**src/rtl/game_master_multi_shot.sv**
```systemverilog
`default_nettype none
`timescale 1ns/1ps
// +--------------------------------------------------------------------------+
// | Module   : game_master_multi_shot                                        |
// | Purpose  : Round controller for a shooting game with several torpedo     |
// |            sprites in flight at once. Each round starts by reloading all |
// |            sprites, then lets the player launch up to SHOTS_PER_ROUND    |
// |            torpedoes (lowest free slot first). The round ends on a hit   |
// |            (win), on the target leaving the screen (loss), or when all   |
// |            shots are spent and every torpedo has left (loss). The end-of-|
// |            round pause is held while the external timer runs.           |
// | Ports    : clk, reset (async, active-high)                                |
// |            key                           fire button level (synchronised)|
// |            sprite_target_within_screen   target visible                  |
// |            sprite_torpedo_within_screen  per-torpedo visible             |
// |            collision                     per-torpedo hit on target       |
// |            end_of_game_timer_running     end-of-round pause active       |
// |            sprite_target_write_xy/_dxy/_enable_update   target controls  |
// |            sprite_torpedo_write_xy/_dxy/_enable_update  torpedo controls |
// |            end_of_game_timer_start       one pulse per round             |
// |            game_won, score, shots_left   round status                    |
// |            All outputs are registered.                                   |
// | Revision : 1.0 - initial release                                         |
// +--------------------------------------------------------------------------+
module game_master_multi_shot #(
  parameter int N_TORPEDOES     = 4,
  parameter int SHOTS_PER_ROUND = 6,
  parameter int SCORE_W         = 8
) (
  input  logic                   clk,
  input  logic                   reset,
  input  logic                   key,
  input  logic                   sprite_target_within_screen,
  input  logic [N_TORPEDOES-1:0] sprite_torpedo_within_screen,
  input  logic [N_TORPEDOES-1:0] collision,
  input  logic                   end_of_game_timer_running,
  output logic                   sprite_target_write_xy,
  output logic                   sprite_target_write_dxy,
  output logic                   sprite_target_enable_update,
  output logic [N_TORPEDOES-1:0] sprite_torpedo_write_xy,
  output logic [N_TORPEDOES-1:0] sprite_torpedo_write_dxy,
  output logic [N_TORPEDOES-1:0] sprite_torpedo_enable_update,
  output logic                   end_of_game_timer_start,
  output logic                   game_won,
  output logic [SCORE_W-1:0]     score,
  output logic [3:0]             shots_left
);

  typedef enum logic [3:0] {
    S_START = 4'b0001,
    S_PLAY  = 4'b0010,
    S_DRAIN = 4'b0100,
    S_END   = 4'b1000
  } state_t;

  state_t                 state_q, state_d;
  logic                   key_prev_q;
  logic [N_TORPEDOES-1:0] active_q, active_d;
  logic [3:0]             shots_q, shots_d;
  logic [SCORE_W-1:0]     score_q, score_d;
  logic                   won_q, won_d;
  logic                   tgt_xy_q, tgt_xy_d;
  logic                   tgt_dxy_q, tgt_dxy_d;
  logic                   tgt_en_q, tgt_en_d;
  logic [N_TORPEDOES-1:0] tor_xy_q, tor_xy_d;
  logic [N_TORPEDOES-1:0] tor_dxy_q, tor_dxy_d;
  logic                   timer_start_q, timer_start_d;

  logic                   fire;
  logic                   hit;
  logic [N_TORPEDOES-1:0] exit_mask;
  logic [N_TORPEDOES-1:0] idle_mask;
  logic [N_TORPEDOES-1:0] launch_oh;
  logic                   can_launch;

  // Only torpedoes in flight can hit or leave; idle slots are parked
  // off-screen so their sprite flags are meaningless.
  assign fire       = key & ~key_prev_q;
  assign hit        = |(collision & active_q);
  assign exit_mask  = active_q & ~sprite_torpedo_within_screen;
  assign idle_mask  = ~active_q;
  // Isolate the lowest set bit: the lowest-index idle slot. It is taken from
  // the registered mask, so a slot freed this very cycle is not yet eligible.
  assign launch_oh  = idle_mask & (~idle_mask + N_TORPEDOES'(1));
  assign can_launch = fire && (shots_q != 4'd0) && (|idle_mask);

  always_comb begin
    state_d       = state_q;
    active_d      = active_q;
    shots_d       = shots_q;
    score_d       = score_q;
    won_d         = won_q;
    tgt_xy_d      = 1'b0;
    tgt_dxy_d     = 1'b0;
    tor_xy_d      = '0;
    tor_dxy_d     = '0;
    timer_start_d = 1'b0;

    case (state_q)
      S_START: begin
        tgt_xy_d  = 1'b1;
        tgt_dxy_d = 1'b1;
        tor_xy_d  = '1;
        shots_d   = 4'(SHOTS_PER_ROUND);
        active_d  = '0;
        won_d     = 1'b0;
        state_d   = S_PLAY;
      end

      S_PLAY, S_DRAIN: begin
        // Torpedoes that left the screen are reloaded and freed.
        tor_xy_d = exit_mask;
        active_d = active_q & ~exit_mask;

        if (hit) begin
          // A hit wins even if the target leaves on the same cycle.
          won_d         = 1'b1;
          timer_start_d = 1'b1;
          if (score_q != {SCORE_W{1'b1}}) begin
            score_d = score_q + SCORE_W'(1);
          end
          active_d      = '0;
          state_d       = S_END;
        end else if (!sprite_target_within_screen) begin
          won_d         = 1'b0;
          timer_start_d = 1'b1;
          active_d      = '0;
          state_d       = S_END;
        end else if (state_q == S_PLAY) begin
          if (can_launch) begin
            tor_dxy_d = launch_oh;
            active_d  = active_d | launch_oh;
            shots_d   = shots_q - 4'd1;
          end
          if (shots_q == 4'd0) begin
            state_d = S_DRAIN;
          end
        end else if (active_q == '0) begin
          // Out of shots and nothing left in flight: the round is lost.
          won_d         = 1'b0;
          timer_start_d = 1'b1;
          state_d       = S_END;
        end
      end

      S_END: begin
        if (!end_of_game_timer_running) begin
          state_d = S_START;
        end
      end

      default: begin
        state_d = S_START;
      end
    endcase

    tgt_en_d = (state_d == S_PLAY) || (state_d == S_DRAIN);
  end

  always_ff @(posedge clk or posedge reset) begin
    if (reset) begin
      state_q       <= S_START;
      key_prev_q    <= 1'b1;
      active_q      <= '0;
      shots_q       <= 4'd0;
      score_q       <= '0;
      won_q         <= 1'b0;
      tgt_xy_q      <= 1'b0;
      tgt_dxy_q     <= 1'b0;
      tgt_en_q      <= 1'b0;
      tor_xy_q      <= '0;
      tor_dxy_q     <= '0;
      timer_start_q <= 1'b0;
    end else begin
      state_q       <= state_d;
      key_prev_q    <= key;
      active_q      <= active_d;
      shots_q       <= shots_d;
      score_q       <= score_d;
      won_q         <= won_d;
      tgt_xy_q      <= tgt_xy_d;
      tgt_dxy_q     <= tgt_dxy_d;
      tgt_en_q      <= tgt_en_d;
      tor_xy_q      <= tor_xy_d;
      tor_dxy_q     <= tor_dxy_d;
      timer_start_q <= timer_start_d;
    end
  end

  assign sprite_target_write_xy       = tgt_xy_q;
  assign sprite_target_write_dxy      = tgt_dxy_q;
  assign sprite_target_enable_update  = tgt_en_q;
  assign sprite_torpedo_write_xy      = tor_xy_q;
  assign sprite_torpedo_write_dxy     = tor_dxy_q;
  // The active mask is cleared on entry to the end-of-round pause, so it
  // doubles as the torpedo movement enable.
  assign sprite_torpedo_enable_update = active_q;
  assign end_of_game_timer_start      = timer_start_q;
  assign game_won                     = won_q;
  assign score                        = score_q;
  assign shots_left                   = shots_q;

endmodule
`default_nettype wire

```
**config.mk**
```make
export PLATFORM = sky130hd
export DESIGN_NAME = game_master_multi_shot
export DESIGN_NICKNAME = d
export VERILOG_FILES = /design/src/rtl/game_master_multi_shot.sv
export SDC_FILE = /design/constraint.sdc
export NUM_CORES = 1
export LEC_CHECK = 0
export ABC_AREA = 1
export CORE_ASPECT_RATIO = 1.4
export CORE_UTILIZATION = 49
export DETAILED_ROUTE_END_ITERATION = 8
export MAX_ROUTING_LAYER = met4
export PLACE_DENSITY_LB_ADDON = 0.12
export REMOVE_ABC_BUFFERS = 1
export SLEW_MARGIN = 20
export SYNTH_ARGS = -nofsm -noshare
export SYNTH_HDL_FRONTEND = slang
export SYNTH_SLANG_ARGS = --single-unit
```
**constraint.sdc**
```tcl
create_clock -name clk -period 1.8 [get_ports clk]
set_input_delay 0.45 -clock clk [delete_from_list [all_inputs] [get_ports clk]]
set_output_delay 0.45 -clock clk [all_outputs]
set_load 0.005 [all_outputs]
```
Word-level counts from Yosys, hierarchy flattened
Index checks and enable logic that the tools add are counted.
{"block": "totals", "reg_bits": 33, "latchBits": 0, "mem_bits_rw": 0, "mem_bits_ro": 0, "output_inout_bits": 29, "elab_cells": 85, "n_memories": 0}
{"block": "classes", "n_addsub": 3, "multipliers": 0, "div_mod_pow": 0, "order_cmp": 0, "n_eq_ne": 13, "shift": 0, "mux": 34, "n_bitwise": 11, "reduce_logical": 13}
{"operator": "$mux 4", "n": 19}
{"operator": "$pmux 4 s2", "n": 3}
{"operator": "$and 4x4->4", "n": 4}
{"operator": "$not 4->4", "n": 4}
{"operator": "$pmux 4 s3", "n": 1}
{"operator": "$mux 1", "n": 10}
{"operator": "$add 8x1->8 const B", "n": 1}
{"operator": "$eq 4x2->1 const B", "n": 2}
{"operator": "$eq 4x3->1 const B", "n": 2}
{"operator": "$logic_not 4->1", "n": 2}
{"operator": "$ne 2x2->1 const B", "n": 4}
{"operator": "$ne 4x4->1 const B", "n": 2}
{"operator": "$ne 8x8->1 const B", "n": 1}
{"operator": "$reduce_or 4->1", "n": 2}
{"operator": "$reduce_and 3->1", "n": 2}
{"operator": "$reduce_and 5->1", "n": 1}
{"operator": "$add 4x1->4 const B", "n": 1}
{"operator": "$eq 4x1->1 const B", "n": 1}
{"operator": "$eq 4x4->1 const B", "n": 1}
{"operator": "$or 4x4->4", "n": 1}
{"operator": "$reduce_bool 4->1", "n": 1}
{"operator": "$sub 4x1->4 const B", "n": 1}
{"operator": "$logic_and 1x1->1", "n": 2}
{"operator": "$pmux 1 s2", "n": 1}
{"operator": "5 further kinds", "n": 5}

Longest topological paths before layout
{"block": "logic_depth", "depth_word": 10, "mapped_depth": 10}

Worst setup path after synthesis
No wires, ideal clock.
{"block": "synth_timing", "path_kind": "reg2reg", "from": "reg state_q[0]", "to": "reg shots_q[3] (netlist: shots_left[3])", "arrival_time_ps": 1264, "slack_ps": 419, "path_stages_with_launch": 10, "n_path_buf": 0, "cell_sequence": "dfstp_2 -> inv_1 -> nor2_1 -> nand2_1 -> nand3_2 -> inv_2 -> nor2_4 -> nand2_2 -> nand2_1 -> nand2_1"}
{"block": "synth_between", "elab_chain_len": 4}
{"element": "start, declared", "line": "56", "text": "state_t state_q, state_d;"}
{"element": "start signal, assigned", "line": "175", "text": "state_q <= state_d;"}
{"element": "$eq 4x2->1 / $eq 4x3->1 (equally long branches)", "line": "99, 129"}
{"element": "$reduce_or 2->1", "line": "99", "text": "case (state_q)"}
{"element": "$ne 2x2->1 (no source line) / $reduce_bool 2->1 (equally long branches)"}
{"element": "$reduce_and 5->1 (no source line)"}
{"element": "end signal, assigned", "line": "178", "text": "shots_q <= shots_d;"}
{"element": "end, declared", "line": "59", "text": "logic [3:0] shots_q, shots_d;"}
Several ways; a longest one is shown, not always the timed one.
A chain may end at the register's enable or synchronous reset.

Worst setup path in the final report
{"block": "layout_timing", "from": "reg score_q[6] (netlist: score[6])", "to": "out score[6]"}
{"element": "start, declared", "line": "60", "text": "logic [SCORE_W-1:0] score_q, score_d;"}
{"element": "start signal, assigned", "line": "179", "text": "score_q <= score_d;"}
{"element": "end, declared", "line": "45", "text": "output logic [SCORE_W-1:0] score,"}
No word-level cell between the ends.

==> impl_results.md <==
- Outcome: finished clean
- # Post-CTS Setup Buffers: 0
- Pre-CTS setup slack: -37.77 ps
- DIE AREA: 0.003716 mm²
- First-pass iteration count of the detailed router: 4
- Area delta synth->final: 37.13%
- Final Wtd Congestion: 0.8226
- RSZ-0062 raised after global routing: false
- Count of cells resized by post-cts repair: 0
- CP delay by family, top: buffers and inverters
- Placed Instances: 297
- Synthesized area per cell: roughly 8.1 µm²
- Top cells by count, synth: nand2_1 (67), dfrtp_1 (31), inv_1 (25)
- Peak supply drop: 0.0008471 V
- Post-layout min period: approximately 1700 ps
- Ys async rst share: 100.0%
- Clk sinks: 33
- Clock group share of total power: between 20% and 30%
- Post-route ant nets: 0
- Slowest CP cell: clkdlybuf4s50_1
- Gate Count Post-Synth: 209
- Share of cells above drive strength 1: approximately 16%
- Worst EP arrival: around 1300 ps
- Largest net degree at the start of global routing: 34
- Row Count: 25
- Cells along the critical path: clkdlybuf4s50_1
- Fmax achieved: a little under 600 MHz
- Slew headroom: about three quarters
- Setup crit end kind: primary output
- Pins Over Slew Limit: 0
- First-pass GRT wire length: ~6200 µm
- Initial DRC count: 20
- Yosys warnings: 0
- Crit path buf inv count: 1
- Ant diodes: 0
- Die Width: a little over 50 µm
- Detail Placement HPWL: 2784 µm
- Area of the core: 0.003347 mm²
- CTS tree: done
- Switching power: about 940 µW
- Final wirelength: 3693 µm
- Clock Skews: approximately 7.8 ps
- Design Area, Final: ~0.0023 mm²
- Mapped Area: ~0.0017 mm²
- Final nets: roughly 280
- H-tree depth: 2
- Worst-case clock buffer depth: 2
- Yosys top cell by area: dfrtp_1
- Worst setup margin: ~90 ps
- Num CTS Buffers: 5
- Number of global-route vias before repair: approximately 1500
- Vias/cell: about 5
- Die height: 71.73 µm
- Worst-path fanout max: 5
- Internal power: around 1.8 mW
- Tcrit/Tclk final: 94.99%
- Worst skew pair latency: a little under 300 ps
- Max Cap Viol: 0
- Sw Ratio: between 30% and 40%
- EDFF count, synth: 0
- Least-Margin Pin Slew: 399.5 ps
- WL/cell: ~12 µm
- Total GRT Usage: between 20% and 30%
- Comb pwr share: 37.8%
- Worst reg2reg setup slack: between 300 and 400 ps
- Critical Path Start Type: flip-flop
- Seq pwr share: 35.9%
- Post-synth top area share: 45.59%
- Ys flop type: dfrtp_1
- CP Class: flip-flop to primary output
- Seq cells post-synth: 33
- Most frequent cell after synthesis: nand2_1
- Non-filler cells in the finished layout: 305
- Final hold vios: 0
- Crit-path max cell delay: roughly 530 ps
- Synth cell types: 28
- Antenna violations before repair: 0
- Io pins: between 40 and 50
- Utilization after layout: between 60 and 70%
- Leak Pwr: 1.132 nW
- Hold Crit Class: flip-flop to flip-flop
- Post-DP Area: 0.002211 mm²
- DRC: 0
- CP required: 1350 ps
- Cell area power density: 1190 mW/mm²
- Post-synthesis sequential area ratio: roughly 50%
- Overflow after GRT: 0
- Hold Buf Count CTS: 0
- Initial core utilization: between 50% and 60%
- Port Buf Inserts: a little over 40
- Clock transition at path regs: roughly 70 ps
- Setup Viol. Count Final: 0
- Vias: between 1500 and 2000
- Clock Tree Root: clkbuf_8
- Synth area leaders: dfrtp_1 (46%), nand2_1 (15%), inv_1 (5.5%)
-- metrics by stage --
| stage | hold slack (ps) | setup TNS (ps) | total power, mW |
|---|---|---|---|
| 6_report | 490.9 | 0 | 2.776 |
| 3_3_place_gp | 468.8 | -69.00 | 2.041 |
| 3_5_place_dp | 484.2 | -180.6 | 2.062 |
| 4_1_cts | 498.0 | 0 | 2.800 |
| 2_1_floorplan | 454.5 | 0 | 1.608 |
| 5_1_grt | 515.9 | 0 | 2.973 |
-- power groups by stage --
stage                     Clock, mW  Sequential [mW]  Combinational (mW)
after floorplan                   0             1.01               0.595
after global placement            0             1.00                1.04
after detailed placement          0             1.01                1.05
after CTS                     0.745            0.997                1.06
after global routing          0.785             1.01                1.18
final                         0.730            0.996                1.05
-- final timing paths --
check                                        endpoint  depth (start not counted)          start
max                                          score[6]                          1       score[6]
min                                          game_won                          2       game_won
max reg2reg                             shots_left[1]                         10  shots_left[0]
min reg2reg                                  game_won                          2       game_won
max in group asynchronous                  key_prev_q                          3          reset
min in group asynchronous  sprite_torpedo_write_xy[2]                          3          reset
-- registers in the layout, summed over array words and instances (netlist names) --
| register | count |
|---|---|
| shots_left | 4 |
| sprite_torpedo_write_xy | 4 |
| score | 8 |
| game_won | 1 |
| sprite_torpedo_write_dxy | 4 |
| state_q | 4 |
| sprite_target_write_dxy | 1 |
| end_of_game_timer_start | 1 |
| sprite_target_enable_update | 1 |
| key_prev_q | 1 |
| sprite_torpedo_enable_update | 4 |
-- routing by layer --
layer,GRT usage (%),up-vias,wire (µm)
met5,-,-,0
met3,5.945,13,195
li1,-,765,-
met1,26.17,695,1503
met2,38.53,49,1852
met4,14.71,0,141
-- cell type report --
| type | count | area, µm² |
|---|---|---|
| repair buffers | 50 | 478.0 |
| clock inverters | 2 | 37.54 |
| well taps | 40 | 50.05 |
| fillers | 284 | 1013 |
| inverters | 27 | 101.3 |
| clock buffers | 6 | 82.58 |
| flip-flops and latches | 33 | 830.8 |
| multi-input cells | 147 | 753.2 |
-- cells in the final DEF (no fill, tap or decap), types with 2 or more instances in the layout --
master	netlist	layout
nor2_4	2	2
inv_1	25	25
nor2_2	3	3
inv_2	2	2
clkbuf_8	0	6
buf_4	1	9
dfrtp_2	0	2
nor3_1	5	5
o21ai_0	5	5
xor2_1	3	3
ha_1	2	2
dfstp_2	2	2
clkdlybuf4s50_1	0	41
nand3_2	3	3
nand4_1	2	2
nand2_1	67	67
o31ai_1	3	3
o21ai_2	3	3
nand3_1	16	16
xnor2_1	5	5
dfrtp_1	31	29
or2_2	2	2
nor2_1	14	14
nand2_2	6	6
-- kinds of logic after synthesis --
group           after synthesis  synth area share [%]
compound gates               14                 5.294
xor+xnor                      8                 4.118
fa+ha+maj                     2                 1.470
buf+inv                      29                 7.059
flops                        33                 48.68
simple gates                123                 33.38
No activity file was read; power rests on OpenSTA's default activity.
